<file path="src/rtl/instr_fetch_unit_if.sv">
// instr_fetch_unit_if: instruction-memory req/ack bus plus decoder valid/ready bus
interface instr_fetch_unit_if #(parameter int ADDR_W = 64);
    logic              imem_req;
    logic [ADDR_W-1:0] imem_addr;
    logic              imem_ack;
    logic [31:0]       imem_rdata;
    logic [31:0]       instr;
    logic              instr_valid;
    logic              instr_ready;
    logic              BrTaken;
    logic              UncondBr;
    modport master (
        output imem_req, imem_addr, instr, instr_valid,
        input  imem_ack, imem_rdata, instr_ready, BrTaken, UncondBr
    );
    modport slave (
        input  imem_req, imem_addr, instr, instr_valid,
        output imem_ack, imem_rdata, instr_ready, BrTaken, UncondBr
    );
endinterface

</file>
<file path="src/rtl/instr_fetch_unit.sv">
// instr_fetch_unit: owns the PC, fetches words over req/ack, issues them over valid/ready
module instr_fetch_unit #(
    parameter int                ADDR_W   = 64,
    parameter logic [ADDR_W-1:0] RESET_PC = '0,
    parameter int                CNT_W    = 32
) (
    input  logic               clk,
    input  logic               reset,
    instr_fetch_unit_if.master bus,
    output logic [ADDR_W-1:0]  pc,
    output logic [CNT_W-1:0]   retired
);
    typedef enum logic {REQ, ISSUE} state_t;
    state_t            state, state_n;
    logic              armed, fetch, accept;
    logic [ADDR_W-1:0] off;
    // armed keeps the request low for the first cycle after any reset edge
    assign bus.imem_req  = armed && state == REQ;
    assign bus.imem_addr = pc;
    assign fetch         = bus.imem_req && bus.imem_ack;
    assign accept        = bus.instr_valid && bus.instr_ready;
    always_comb begin
        state_n = fetch ? ISSUE : accept ? REQ : state;
        off     = !bus.BrTaken ? ADDR_W'(4) :
                  bus.UncondBr ? {{(ADDR_W-28){bus.instr[25]}}, bus.instr[25:0], 2'b00} :
                                 {{(ADDR_W-21){bus.instr[23]}}, bus.instr[23:5], 2'b00};
    end
    always_ff @(posedge clk) begin
        if (reset) begin
            state           <= REQ;
            armed           <= 1'b0;
            pc              <= RESET_PC;
            bus.instr       <= '0;
            bus.instr_valid <= 1'b0;
            retired         <= '0;
        end else begin
            state <= state_n;
            armed <= 1'b1;
            if (fetch) begin
                bus.instr       <= bus.imem_rdata;
                bus.instr_valid <= 1'b1;
            end
            if (accept) begin
                bus.instr_valid <= 1'b0;
                retired         <= retired + CNT_W'(1);
                pc              <= pc + off;
            end
        end
    end
endmodule

</file>
<file path="src/flat_wrapper.sv">
// flat-port wrapper written by rule: the top's interface ports become plain ports
module instr_fetch_unit_flat 
#(
    parameter int                ADDR_W   = 64,
    parameter logic [ADDR_W-1:0] RESET_PC = '0,
    parameter int                CNT_W    = 32
)
  (clk, reset, pc, retired, bus_imem_req, bus_imem_addr, bus_instr, bus_instr_valid, bus_imem_ack, bus_imem_rdata, bus_instr_ready, bus_BrTaken, bus_UncondBr);
  instr_fetch_unit_if #(.ADDR_W(ADDR_W)) bus_i ();
  input  logic clk;
  input  logic reset;
  output logic [ADDR_W-1:0] pc;
  output logic [CNT_W-1:0] retired;
  output wire logic [$bits(bus_i.imem_req)-1:0] bus_imem_req;
  output wire logic [$bits(bus_i.imem_addr)-1:0] bus_imem_addr;
  output wire logic [$bits(bus_i.instr)-1:0] bus_instr;
  output wire logic [$bits(bus_i.instr_valid)-1:0] bus_instr_valid;
  input wire logic [$bits(bus_i.imem_ack)-1:0] bus_imem_ack;
  input wire logic [$bits(bus_i.imem_rdata)-1:0] bus_imem_rdata;
  input wire logic [$bits(bus_i.instr_ready)-1:0] bus_instr_ready;
  input wire logic [$bits(bus_i.BrTaken)-1:0] bus_BrTaken;
  input wire logic [$bits(bus_i.UncondBr)-1:0] bus_UncondBr;
  assign bus_imem_req = bus_i.imem_req;
  assign bus_imem_addr = bus_i.imem_addr;
  assign bus_instr = bus_i.instr;
  assign bus_instr_valid = bus_i.instr_valid;
  assign bus_i.imem_ack = bus_imem_ack;
  assign bus_i.imem_rdata = bus_imem_rdata;
  assign bus_i.instr_ready = bus_instr_ready;
  assign bus_i.BrTaken = bus_BrTaken;
  assign bus_i.UncondBr = bus_UncondBr;
  instr_fetch_unit #(.ADDR_W(ADDR_W), .RESET_PC(RESET_PC), .CNT_W(CNT_W)) u_core (.clk(clk), .reset(reset), .bus(bus_i), .pc(pc), .retired(retired));
endmodule
</file>
<file path="config.mk">
export PLATFORM = sky130hd
export DESIGN_NAME = instr_fetch_unit_flat
export DESIGN_NICKNAME = d
export VERILOG_FILES = /design/src/rtl/instr_fetch_unit_if.sv /design/src/rtl/instr_fetch_unit.sv /design/src/flat_wrapper.sv
export SDC_FILE = /design/constraint.sdc
export NUM_CORES = 1
export LEC_CHECK = 0
export ABC_CLOCK_PERIOD_IN_PS = 4380
export CAP_MARGIN = 10
export CELL_PAD_IN_SITES_DETAIL_PLACEMENT = 0
export CELL_PAD_IN_SITES_GLOBAL_PLACEMENT = 1
export CORE_ASPECT_RATIO = 1.75
export CORE_UTILIZATION = 47
export DETAILED_ROUTE_END_ITERATION = 6
export DONT_BUFFER_PORTS = 1
export PLACE_DENSITY_LB_ADDON = 0.1
export SYNTH_ARGS = -nofsm -noshare
export SYNTH_HDL_FRONTEND = slang
export SYNTH_SLANG_ARGS = --single-unit
</file>
<file path="constraint.sdc">
create_clock -name clk -period 4.38 [get_ports clk]
set_input_delay 0 -clock clk [delete_from_list [all_inputs] [get_ports clk]]
set_output_delay 0 -clock clk [all_outputs]
set_load 0.05 [all_outputs]
</file>
==> metrics.txt, run 1 <==
outcome=complete, but fails checks; failing checks=negative hold slack; TritonCTS clock tree=built; Mapped Avg Cell Area=~7.5 sq um; minimum clock period after layout=between 3000 and 4000 ps; n_diodes=0; cell with the most instances after synthesis=nand2_1; Post-DP HPWL=21400 um; CTS root buf=clkbuf_16; Synth area leaders=dfxtp_1 (28%), nand2_1 (9.4%), a21oi_1 (8.6%); final instance area=around 10000 sq um; critical path data arrival time=about 4200 ps; Worst Tran Pin Value=~1200 ps; maximum vdd drop=0.248 mV; final hold slack=-8.90 ps; leakage power=roughly 0.0045 uW; number of buffers created by CTS=17; post-CTS sizing=0; final worst slack=514 ps; unrepaired setup endpoints after global routing=no; DR pass1 iterations=5; sequential power share=0.411; dpl cell area=9530 sq um; H-tree depth=4; Max Clk Rate=259 MHz; fill count=between 1500 and 2000; Worst Setup Path Type=reg -> reg; Worst Hold Class=in -> reg; Die ar.=20300 sq um; Sink Count=129; drc violations=0; CTS Buffer Depth=2; via count=8644; post-route ant nets=0; CP Capture Type=flop; first-pass GRT wire length=between 40000 and 50000 um; crit share post-route=0.883; row cnt=67; worst skew pair latency=430 ps; core outline area=just under 20000 sq um; P_int=2150 uW; Die Span X=approximately 110 um; final core occ=0.544; area grow syn2layout=13.0%; post-synth top area share=0.278; sequential cell area=between 2000 and 3000 sq um; Synth area leader=dfxtp_1; initial detailed-routing violation count=421; IO Pins=232; initial antenna violation count=0; Mapped Area=9280 sq um; Critical Path, Cell by Cell=nand2b_1 > a21boi_0 > ha_1 > a21oi_1 > o21ai_0 > a41oi_1 > nor2_1 > and4bb_1 > o21ai_1 > a21oi_1 > a31oi_1 > or4_1 > nand3_1; vias in the first global route=8347; power per cell area=between 200 and 300 nW/um^2; CP required=approximately 4700 ps; number of max-cap violations=0; Post-synth top cells=nand2_1 (232), a21oi_1 (159), dfxtp_1 (129), nor2_1 (76), buf_4 (68); vias per cell=5.71; Worst path slowest cell=a21boi_0; Setup Skew=10.4 ps; Gate power share=0.113; most numerous cell on the critical path=a21oi_1; FFs w/ async S/R, synth=0; Top FF cell, synth=dfxtp_1; post-synth cell types=75; layout cells sized above 1=0.116; Ys Warns=0; multi-input logic area=5890 sq um; PortBufs=0; CP peak stage delay=roughly 860 ps; Total Routing Usage GR=0.283; grt ovf=0; fin nets=1360; max-slew violations=0; routed len/inst=18.8 um; RePlAce Congestion=0.948; # setup viols final=0; Initial Util=0.481; Post-Syn Instances=around 1200; Slew HR=0.209; crit path launch type=flop; final WL=about 28000 um; Psw=822 uW; pin count of the biggest net entering global routing=122; clock-pin transition on the worst setup and hold timing paths=60 ps; Post-Place Setup Slack=743 ps; switch share=0.277; Final TNS setup=0 ps; Seq/Total Area, Yosys=0.278; critical-path maximum fanout=7; Post-synth EDFFs=0; flops & latches, synth=129; Clk pwr share=0.476; PnR Total Power=roughly 3000 uW; chip height=around 190 um; Final Hold Viols=4
-- area by class of cell --
type	instances	share of cell area
repair buffers	127	0.101
clock buffers	20	0.0426
inverters	20	0.00716
clock inverters	12	0.0129
well taps	241	0.0288
multi-input cells	964	0.561
flip-flops and latches	129	0.246
-- power groups by stage --
stage / Sequential [uW] / Clock, uW / Combinational [uW]
floorplan: 1310 / 0 / 187
global placement: 1250 / 0 / 286
detailed placement: 1250 / 0 / 287
CTS: 1220 / 1450 / 335
global route: 1220 / 1490 / 358
finish: 1220 / 1410 / 335
-- kinds of logic (layout without fill, tap and decap cells) --
group,count (synthesis),in the layout,synth area share
XOR/XNOR,70,70,0.0661
buffers and inverters,146,179,0.0892
AO/OA/AOI/OAI,343,343,0.228
multiplexers,20,20,0.0218
other,1,4,0.000404
AND/OR/NAND/NOR,464,464,0.230
flip-flops,129,129,0.278
adder cells (fa/ha/maj),63,63,0.0857
-- repair_timing --
action | 4_1_cts | 5_1_grt
buffers inserted | 0 | 0
hold buffers | 36 | 0
endpoints found under the hold margin | 121 | 0
-- metal layers --
layer,up-vias,global-route usage,part of all wire
met1,4013,0.267,0.35
met2,249,0.536,0.55
met5,-,0,0
li1,4314,-,-
met3,68,0.0706,0.053
met4,0,0.159,0.046
-- cell usage in the layout (no fill, tap or decap), types with 18 or more instances in the layout --
master and n:
a21o_1 38, a21oi_1 159, buf_4 91, dfxtp_1 129
dlygate4sd3_1 35, ha_1 62, inv_1 20, mux2i_1 18
nand2_1 231, nand3_1 29, nand4_1 22, nor2_1 76
nor2b_1 22, o21ai_0 50, xnor2_1 31, xor2_1 39
-- sequential cells by signal, indices dropped and copies added (netlist names) --
register and cells:
u_core.armed 1, u_core.bus.instr 32, u_core.state 1, u_core.retired 32, u_core.bus.imem_addr 62, u_core.bus.instr_valid 1
-- worst paths after layout --
path	startpoint	to	slack [ps]	cells past startpoint
worst max-delay path	u_core.bus.instr[23]	u_core.bus.imem_addr[62]	510	13
worst max register to register	u_core.bus.instr[23]	u_core.bus.imem_addr[62]	510	13
worst min register to register	u_core.bus.instr[8]	u_core.bus.instr[8]	490	2
worst min-delay path	reset	u_core.retired[0]	-9	2
-- per-stage QoR --
stage	hold WS, ps	instances
after floorplan	136	1239
after global placement	82.7	1445
after detailed placement	82.2	1445
after CTS	12.5	1513
after global routing	36.4	1513
final	-8.90	1513
-- critical path, delay by kind of cell, from the launching register on --
kind,cells,cell delay [ps]
AO/OA/AOI/OAI,7,1890
adder cells (fa/ha/maj),1,340
AND/OR/NAND/NOR,5,1250
flip-flops,1,330
Power figures use the tool's default switching activity.
==> inputs of run 2 (changes only) <==
--- a/config.mk
+++ b/config.mk
@@ -9,11 +9,12 @@
 export CAP_MARGIN = 10
 export CELL_PAD_IN_SITES_DETAIL_PLACEMENT = 0
 export CELL_PAD_IN_SITES_GLOBAL_PLACEMENT = 1
-export CORE_ASPECT_RATIO = 1.75
+export CORE_ASPECT_RATIO = 0.7
 export CORE_UTILIZATION = 47
 export DETAILED_ROUTE_END_ITERATION = 6
 export DONT_BUFFER_PORTS = 1
 export PLACE_DENSITY_LB_ADDON = 0.1
+export SLEW_MARGIN = 20
 export SYNTH_ARGS = -nofsm -noshare
 export SYNTH_HDL_FRONTEND = slang
 export SYNTH_SLANG_ARGS = --single-unit
==> metrics.txt, run 2 (synthesized netlist as in run 1, its figures left out) <==
outcome=complete, but fails checks (unchanged); failing checks=negative hold slack (unchanged); FF-to-FF Start=u_core.bus.instr[23] (unchanged); FF-to-FF End=u_core.bus.imem_addr[62] (unchanged); CP required=4740 ps (about the same); initial antenna violation count=0 (unchanged); Metal-1 WL=13800 um (was 10000 um); drc violations=0 (unchanged); cell depth of the worst flop-to-flop path=15 (was 13); final worst slack=534 ps (was 514 ps); Worst Setup Path Type=reg -> reg (unchanged); commonest non-fill, non-tap cell in the layout=nand2_1 (unchanged); # hold bufs at CTS=36 (unchanged); Die ar.=20300 sq um (about the same); IO Pins=232 (unchanged); via count=8593 (was 8644); post-route ant nets=0 (unchanged); final WL=26800 um (was 28400 um); Final Hold Viols=9 (was 4); vias per cell=5.58 (was 5.71); highest metal used=met4 (unchanged); TritonCTS clock tree=built (unchanged); fin nets=1363 (was 1360); CTS root buf=clkbuf_16 (unchanged); worst min-delay path startpoint=reset (unchanged); H-tree depth=4 (unchanged); DR pass1 iterations=5 (unchanged); Die Span X=170 um (was 108 um); RePlAce Congestion=0.880 (was 0.948); initial detailed-routing violation count=628 (was 421); clock-pin transition on the worst setup and hold timing paths=70 ps (was 60 ps); critical-path maximum fanout=10 (was 7); Post-DP HPWL=19500 um (was 21400 um); chip height=120 um (was 188 um); vias in the first global route=7844 (was 8347); leakage power=0.00457 uW (was 0.00455 uW); area grow syn2layout=13.7% (was 13.0%); unrepaired setup endpoints after global routing=no (unchanged); crit share post-route=0.878 (was 0.883); Worst Tran Pin Value=1120 ps (was 1180 ps); flop-to-flop setup slack=530 ps (was 510 ps); n_diodes=0 (unchanged); crit path launch type=flop (unchanged); maximum vdd drop=0.180 mV (was 0.248 mV); final core occ=0.552 (was 0.544); pin count of the biggest net entering global routing=123 (was 122); Sink Count=129 (unchanged); Setup Fix Bufs, Post-CTS=0 (unchanged); final instance area=10600 sq um (was 10500 sq um); Max Clk Rate=260 MHz (was 259 MHz); layout cells sized above 1=0.120 (was 0.116); max-slew violations=0 (unchanged); Hold Path End=u_core.retired[9] (was u_core.retired[0]); Worst Hold Class=in -> reg (unchanged); multi-input logic area=5890 sq um (about the same); Post-Place Setup Slack=561 ps (was 743 ps); final hold slack=-17.8 ps (was -8.90 ps); core outline area=19100 sq um (was 19300 sq um); row cnt=42 (was 67); max reg flops=62 (unchanged); CP Capture Type=flop (unchanged); CTS Buffer Depth=2 (unchanged); met2 WL=10800 um (was 15600 um); critical path data arrival time=4210 ps (was 4230 ps); worst hold path stage count=2 (unchanged); PnR Total Power=3010 uW (was 2970 uW); number of max-cap violations=0 (unchanged); fill count=1896 (was 1937); sequential cell area=2580 sq um (unchanged); # setup viols final=0 (unchanged); power per cell area=286 nW/um^2 (was 283 nW/um^2); Slew HR=0.252 (was 0.209); PortBufs=0 (unchanged); worst skew pair latency=430 ps (about the same); Total Routing Usage GR=0.266 (was 0.283); grt ovf=0 (unchanged); Setup Skew=12.5 ps (was 10.4 ps); routed len/inst=17.4 um (was 18.8 um); Final TNS setup=0 ps (unchanged); commonest non-fill, non-tap cells in the layout=nand2_1 (230), a21oi_1 (159), dfxtp_1 (129) (was nand2_1 (231), a21oi_1 (159), dfxtp_1 (129)); met3 WL=1950 um (was 1520 um); dpl cell area=9580 sq um (was 9530 sq um); post-CTS sizing=0 (unchanged); minimum clock period after layout=3850 ps (was 3870 ps); number of buffers created by CTS=17 (unchanged); Initial Util=0.485 (was 0.481); first-pass GRT wire length=42500 um (was 44200 um)
[run 2: final cells by class]
type	instances	area share
Clock buffer	17	0.0403
Clock inverter	15	0.0157
Inverter	20	0.00712
Multi-Input combinational cell	964	0.558
Sequential cell	129	0.245
Tap cell	264	0.0313
Timing Repair Buffer	130	0.103
[run 2: through the flow]
step / hold slack, ps / cells
finish: -17.8 / 1539
global route: 24.8 / 1539
CTS: 9.73 / 1539
detailed placement: 79.3 / 1471
global placement: 78.4 / 1471
floorplan: 136 / 1239
[run 2: metal layers]
metal / track usage / up-vias
li1: - / 4322
met1: 0.407 / 3989
met2: 0.367 / 263
met3: 0.0613 / 19
met4: 0.0642 / 0
met5: 0 / -
[run 2: worst max-delay path by stage]
stage | start | endpoint | slack, ps
2_1_floorplan | u_core.bus.instr[23] | u_core.bus.imem_addr[63] | 380
3_3_place_gp | u_core.bus.instr[23] | u_core.bus.imem_addr[62] | 710
3_5_place_dp | u_core.bus.instr[23] | u_core.bus.imem_addr[62] | 560
4_1_cts | u_core.bus.instr[23] | u_core.bus.imem_addr[62] | 530
5_1_grt | u_core.bus.instr[23] | u_core.bus.imem_addr[62] | 210
6_report | u_core.bus.instr[23] | u_core.bus.imem_addr[62] | 530
[run 2: critical path, cell delays in order (launching register included)]
cell and delay [ps]:
dfxtp_1 310, nand2b_1 240, nand2_1 90, nand2_1 150, inv_1 230, buf_4 260, ha_1 450, nand4_1 240
nor4_2 430, nand3_1 110, and4bb_1 380, o21ai_1 80, a21oi_1 210, a31oi_1 140, or4_1 400, nand3_1 70
[run 2: report_power, final]
part | leakage (uW) | internal (uW) | switching [uW] | total [uW]
logic | 0.00323 | 103 | 232 | 335
clock network | 0.000290 | 811 | 646 | 1460
registers | 0.00104 | 1190 | 28.2 | 1220
total | 0.00457 | 2110 | 906 | 3010
==> inputs of run 3 (changes only) <==
--- a/config.mk
+++ b/config.mk
@@ -5,12 +5,14 @@
 export SDC_FILE = /design/constraint.sdc
 export NUM_CORES = 1
 export LEC_CHECK = 0
+export ABC_AREA = 1
 export ABC_CLOCK_PERIOD_IN_PS = 4380
 export CAP_MARGIN = 10
 export CELL_PAD_IN_SITES_DETAIL_PLACEMENT = 0
 export CELL_PAD_IN_SITES_GLOBAL_PLACEMENT = 1
 export CORE_ASPECT_RATIO = 0.7
-export CORE_UTILIZATION = 47
+export CORE_MARGIN = 5
+export CORE_UTILIZATION = 44
 export DETAILED_ROUTE_END_ITERATION = 6
 export DONT_BUFFER_PORTS = 1
 export PLACE_DENSITY_LB_ADDON = 0.1
==> metrics.txt, run 3 <==
fin nets=2149 (was 1363); minimum clock period after layout=3480 ps (was 3850 ps); critical-path maximum fanout=37 (was 10); Clk pwr share=0.437 (was 0.483); critical path data arrival time=3810 ps (was 4210 ps); post-CTS sizing=0 (unchanged); RePlAce Congestion=0.977 (was 0.880); Setup Skew=13.6 ps (was 12.5 ps); mux contribution to synthesized area=0 (was 0.0218); Worst Setup Path Type=reg -> reg (unchanged); max-slew violations=0 (unchanged); initial detailed-routing violation count=1116 (was 628); max reg flops=62 (unchanged); Top FF cell, synth=dfxtp_1 (unchanged); Synth area leader=nand2_1 (was dfxtp_1); layout cells sized above 1=0.0645 (was 0.120); final instance area=12700 sq um (was 10600 sq um); initial antenna violation count=0 (unchanged); via count=11900 (was 8593); post-route ant nets=0 (unchanged); multi-input logic area=6620 sq um (was 5890 sq um); Post-synth top cells=nand2_1 (728), inv_1 (394), nor2_1 (153), dfxtp_1 (129), a21oi_1 (126) (was nand2_1 (232), a21oi_1 (159), dfxtp_1 (129), nor2_1 (76), buf_4 (68)); drc violations=0 (unchanged); Mapped Avg Cell Area=5.60 sq um (was 7.51 sq um); Post-DP HPWL=31800 um (was 19500 um); Max Clk Rate=288 MHz (was 260 MHz); H-tree depth=4 (unchanged); PnR Total Power=3490 uW (was 3010 uW); Initial Util=0.444 (was 0.485); chip height=144 um (was 120 um); DR pass1 iterations=5 (unchanged); Gate power share=0.186 (was 0.111); switch share=0.342 (was 0.301); compound-cell area share of the yosys netlist=0.105 (was 0.228); number of buffers created by CTS=17 (unchanged); Seq/Total Area, Yosys=0.228 (was 0.278); crit share post-route=0.794 (was 0.878); Final TNS setup=0 ps (unchanged); combinational family with the most area after synthesis=simple AND/OR/NAND/NOR gates (unchanged); fill count=2746 (was 1896); Post-synth EDFFs=0 (unchanged); number of max-cap violations=0 (unchanged); vias per cell=4.96 (was 5.58); Setup Fix Bufs, Post-CTS=0 (unchanged); area grow syn2layout=11.8% (was 13.7%); Die ar.=29100 sq um (was 20300 sq um); xor and xnor area share after synthesis=0.0232 (was 0.0661); worst skew pair latency=440 ps (was 430 ps); clock-pin transition on the worst setup and hold timing paths=60 ps (was 70 ps); synthesized-area fraction occupied by adder cells=0.0703 (was 0.0857); post-synth cell types=41 (was 75); sequential cell area=2580 sq um (unchanged); CTS root buf=clkbuf_16 (unchanged); crit path launch type=flop (unchanged); Mapped Area=11300 sq um (was 9280 sq um); pin count of the biggest net entering global routing=55 (was 123); IO Pins=232 (unchanged); sequential power share=0.377 (was 0.406); Synth area leaders=nand2_1 (24%), dfxtp_1 (23%), inv_1 (13%) (was dfxtp_1 (28%), nand2_1 (9.4%), a21oi_1 (8.6%)); # setup viols final=0 (unchanged); routed len/inst=16.6 um (was 17.4 um); commonest non-fill, non-tap cell in the layout=nand2_1 (unchanged); outcome=finished, final reports clean (was complete, but fails checks); CTS Buffer Depth=2 (unchanged); Die Span X=202 um (was 170 um); Post-Syn Instances=2021 (was 1236); TritonCTS clock tree=built (unchanged); Worst Hold Class=in -> reg (unchanged); cell with the most instances after synthesis=nand2_1 (unchanged); dpl cell area=11600 sq um (was 9580 sq um); CP Capture Type=flop (unchanged); first-pass GRT wire length=61700 um (was 42500 um); unrepaired setup endpoints after global routing=no (unchanged); Psw=1200 uW (was 906 uW); FFs w/ async S/R, synth=0 (unchanged); row cnt=49 (was 42); post-synth top area share=0.241 (was 0.278); flops & latches, synth=129 (unchanged); Ys Warns=0 (unchanged); PortBufs=0 (unchanged); vias in the first global route=10800 (was 7844); maximum vdd drop=0.262 mV (was 0.180 mV); simple logic cell fraction of the synthesized area=0.384 (was 0.230); Worst Tran Pin Value=1040 ps (was 1120 ps); leakage power=0.00703 uW (was 0.00457 uW); Final Hold Viols=0 (was 9); P_int=2300 uW (was 2110 uW); commonest non-fill, non-tap cells in the layout=nand2_1 (728), inv_1 (393), nor2_1 (152) (was nand2_1 (230), a21oi_1 (159), dfxtp_1 (129)); Total Routing Usage GR=0.270 (was 0.266); final WL=39600 um (was 26800 um); Slew HR=0.302 (was 0.252); core outline area=25500 sq um (was 19100 sq um); Sink Count=129 (unchanged); n_diodes=0 (unchanged); grt ovf=0 (unchanged); CP required=4710 ps (was 4740 ps); power per cell area=276 nW/um^2 (was 286 nW/um^2)
run 3: changes by cell type after synthesis, sizes merged, moves of 11 or more:
cell,change
a21o,-38
a21oi,-39
and3,-11
buf,-18
inv,+376
mux2i,-18
nand2,+500
nand3,+86
nor2,+84
nor2b,-22
o21ai,+21
or3,-12
xnor2,-20
xor2,-20
run 3: metrics by stage:
stage          utilization  hold slack (ps)  worst slack, ps  std cells
6_report             0.496             94.6              904       2392
2_1_floorplan            -              166              333       2024
3_3_place_gp         0.457             76.9             1150       2320
5_1_grt              0.496              122              721       2392
4_1_cts              0.496             90.2             1070       2392
3_5_place_dp         0.457             79.0             1100       2320
run 3: critical path, stage by stage, from the launching register on:
cell	delay, ps
dfxtp_1	310
buf_4	210
nand2_1	220
a21oi_4	160
buf_4	430
ha_1	370
nand2_1	150
inv_1	60
a21oi_1	420
nand2_1	220
nand2_1	120
nand2_1	120
a21oi_1	240
nand2_1	80
nand2_1	60
nand3_1	60
nand2_1	90
inv_1	30
run 3: cell families (layout without fill, tap and decap cells):
kind of cell,count (synthesis),after routing
other cells,1,4
simple gates,1068,1068
compound gates,226,226
fa+ha+maj,63,63
flops,129,129
xor+xnor,30,30
buf+inv,504,541
run 3: path summary, 6_finish.rpt:
kind                                           start                  endpoint  slack [ps]  cells after the start
worst min register to register          u_core.state              u_core.state         510                      2
worst max register to register  u_core.bus.instr[23]  u_core.bus.imem_addr[62]         900                     17
worst min-delay path                 bus_instr_ready        u_core.retired[30]          90                      3
worst max-delay path            u_core.bus.instr[23]  u_core.bus.imem_addr[62]         900                     17
run 3: power by group through the flow:
stage / registers [uW] / clock network [uW] / logic, uW
after floorplan: 1450 / 0 / 411
after global placement: 1340 / 0 / 606
after detailed placement: 1340 / 0 / 612
after CTS: 1320 / 1550 / 651
after global routing: 1320 / 1620 / 708
final: 1320 / 1530 / 650
run 3: final cells by class:
cell class,instances,area share
sequential,129,0.204
inverter,398,0.118
timing repair buffer,111,0.0745
multi-input combinational,1391,0.523
clock inverter,14,0.0141
tap,331,0.0327
clock buffer,18,0.0339
run 3: per-layer routing:
layer	up-vias	track usage	routed length, um
met5	-	0	0
met4	0	0.0550	516
met3	41	0.0791	3640
met2	395	0.365	14900
met1	5264	0.419	20600
li1	6171	-	-
run 3: what timing repair did:
action / CTS / global route
hold endpoints to repair: 57 / 0
hold buffers: 40 / 0
setup endpoints to repair: 0 / 0
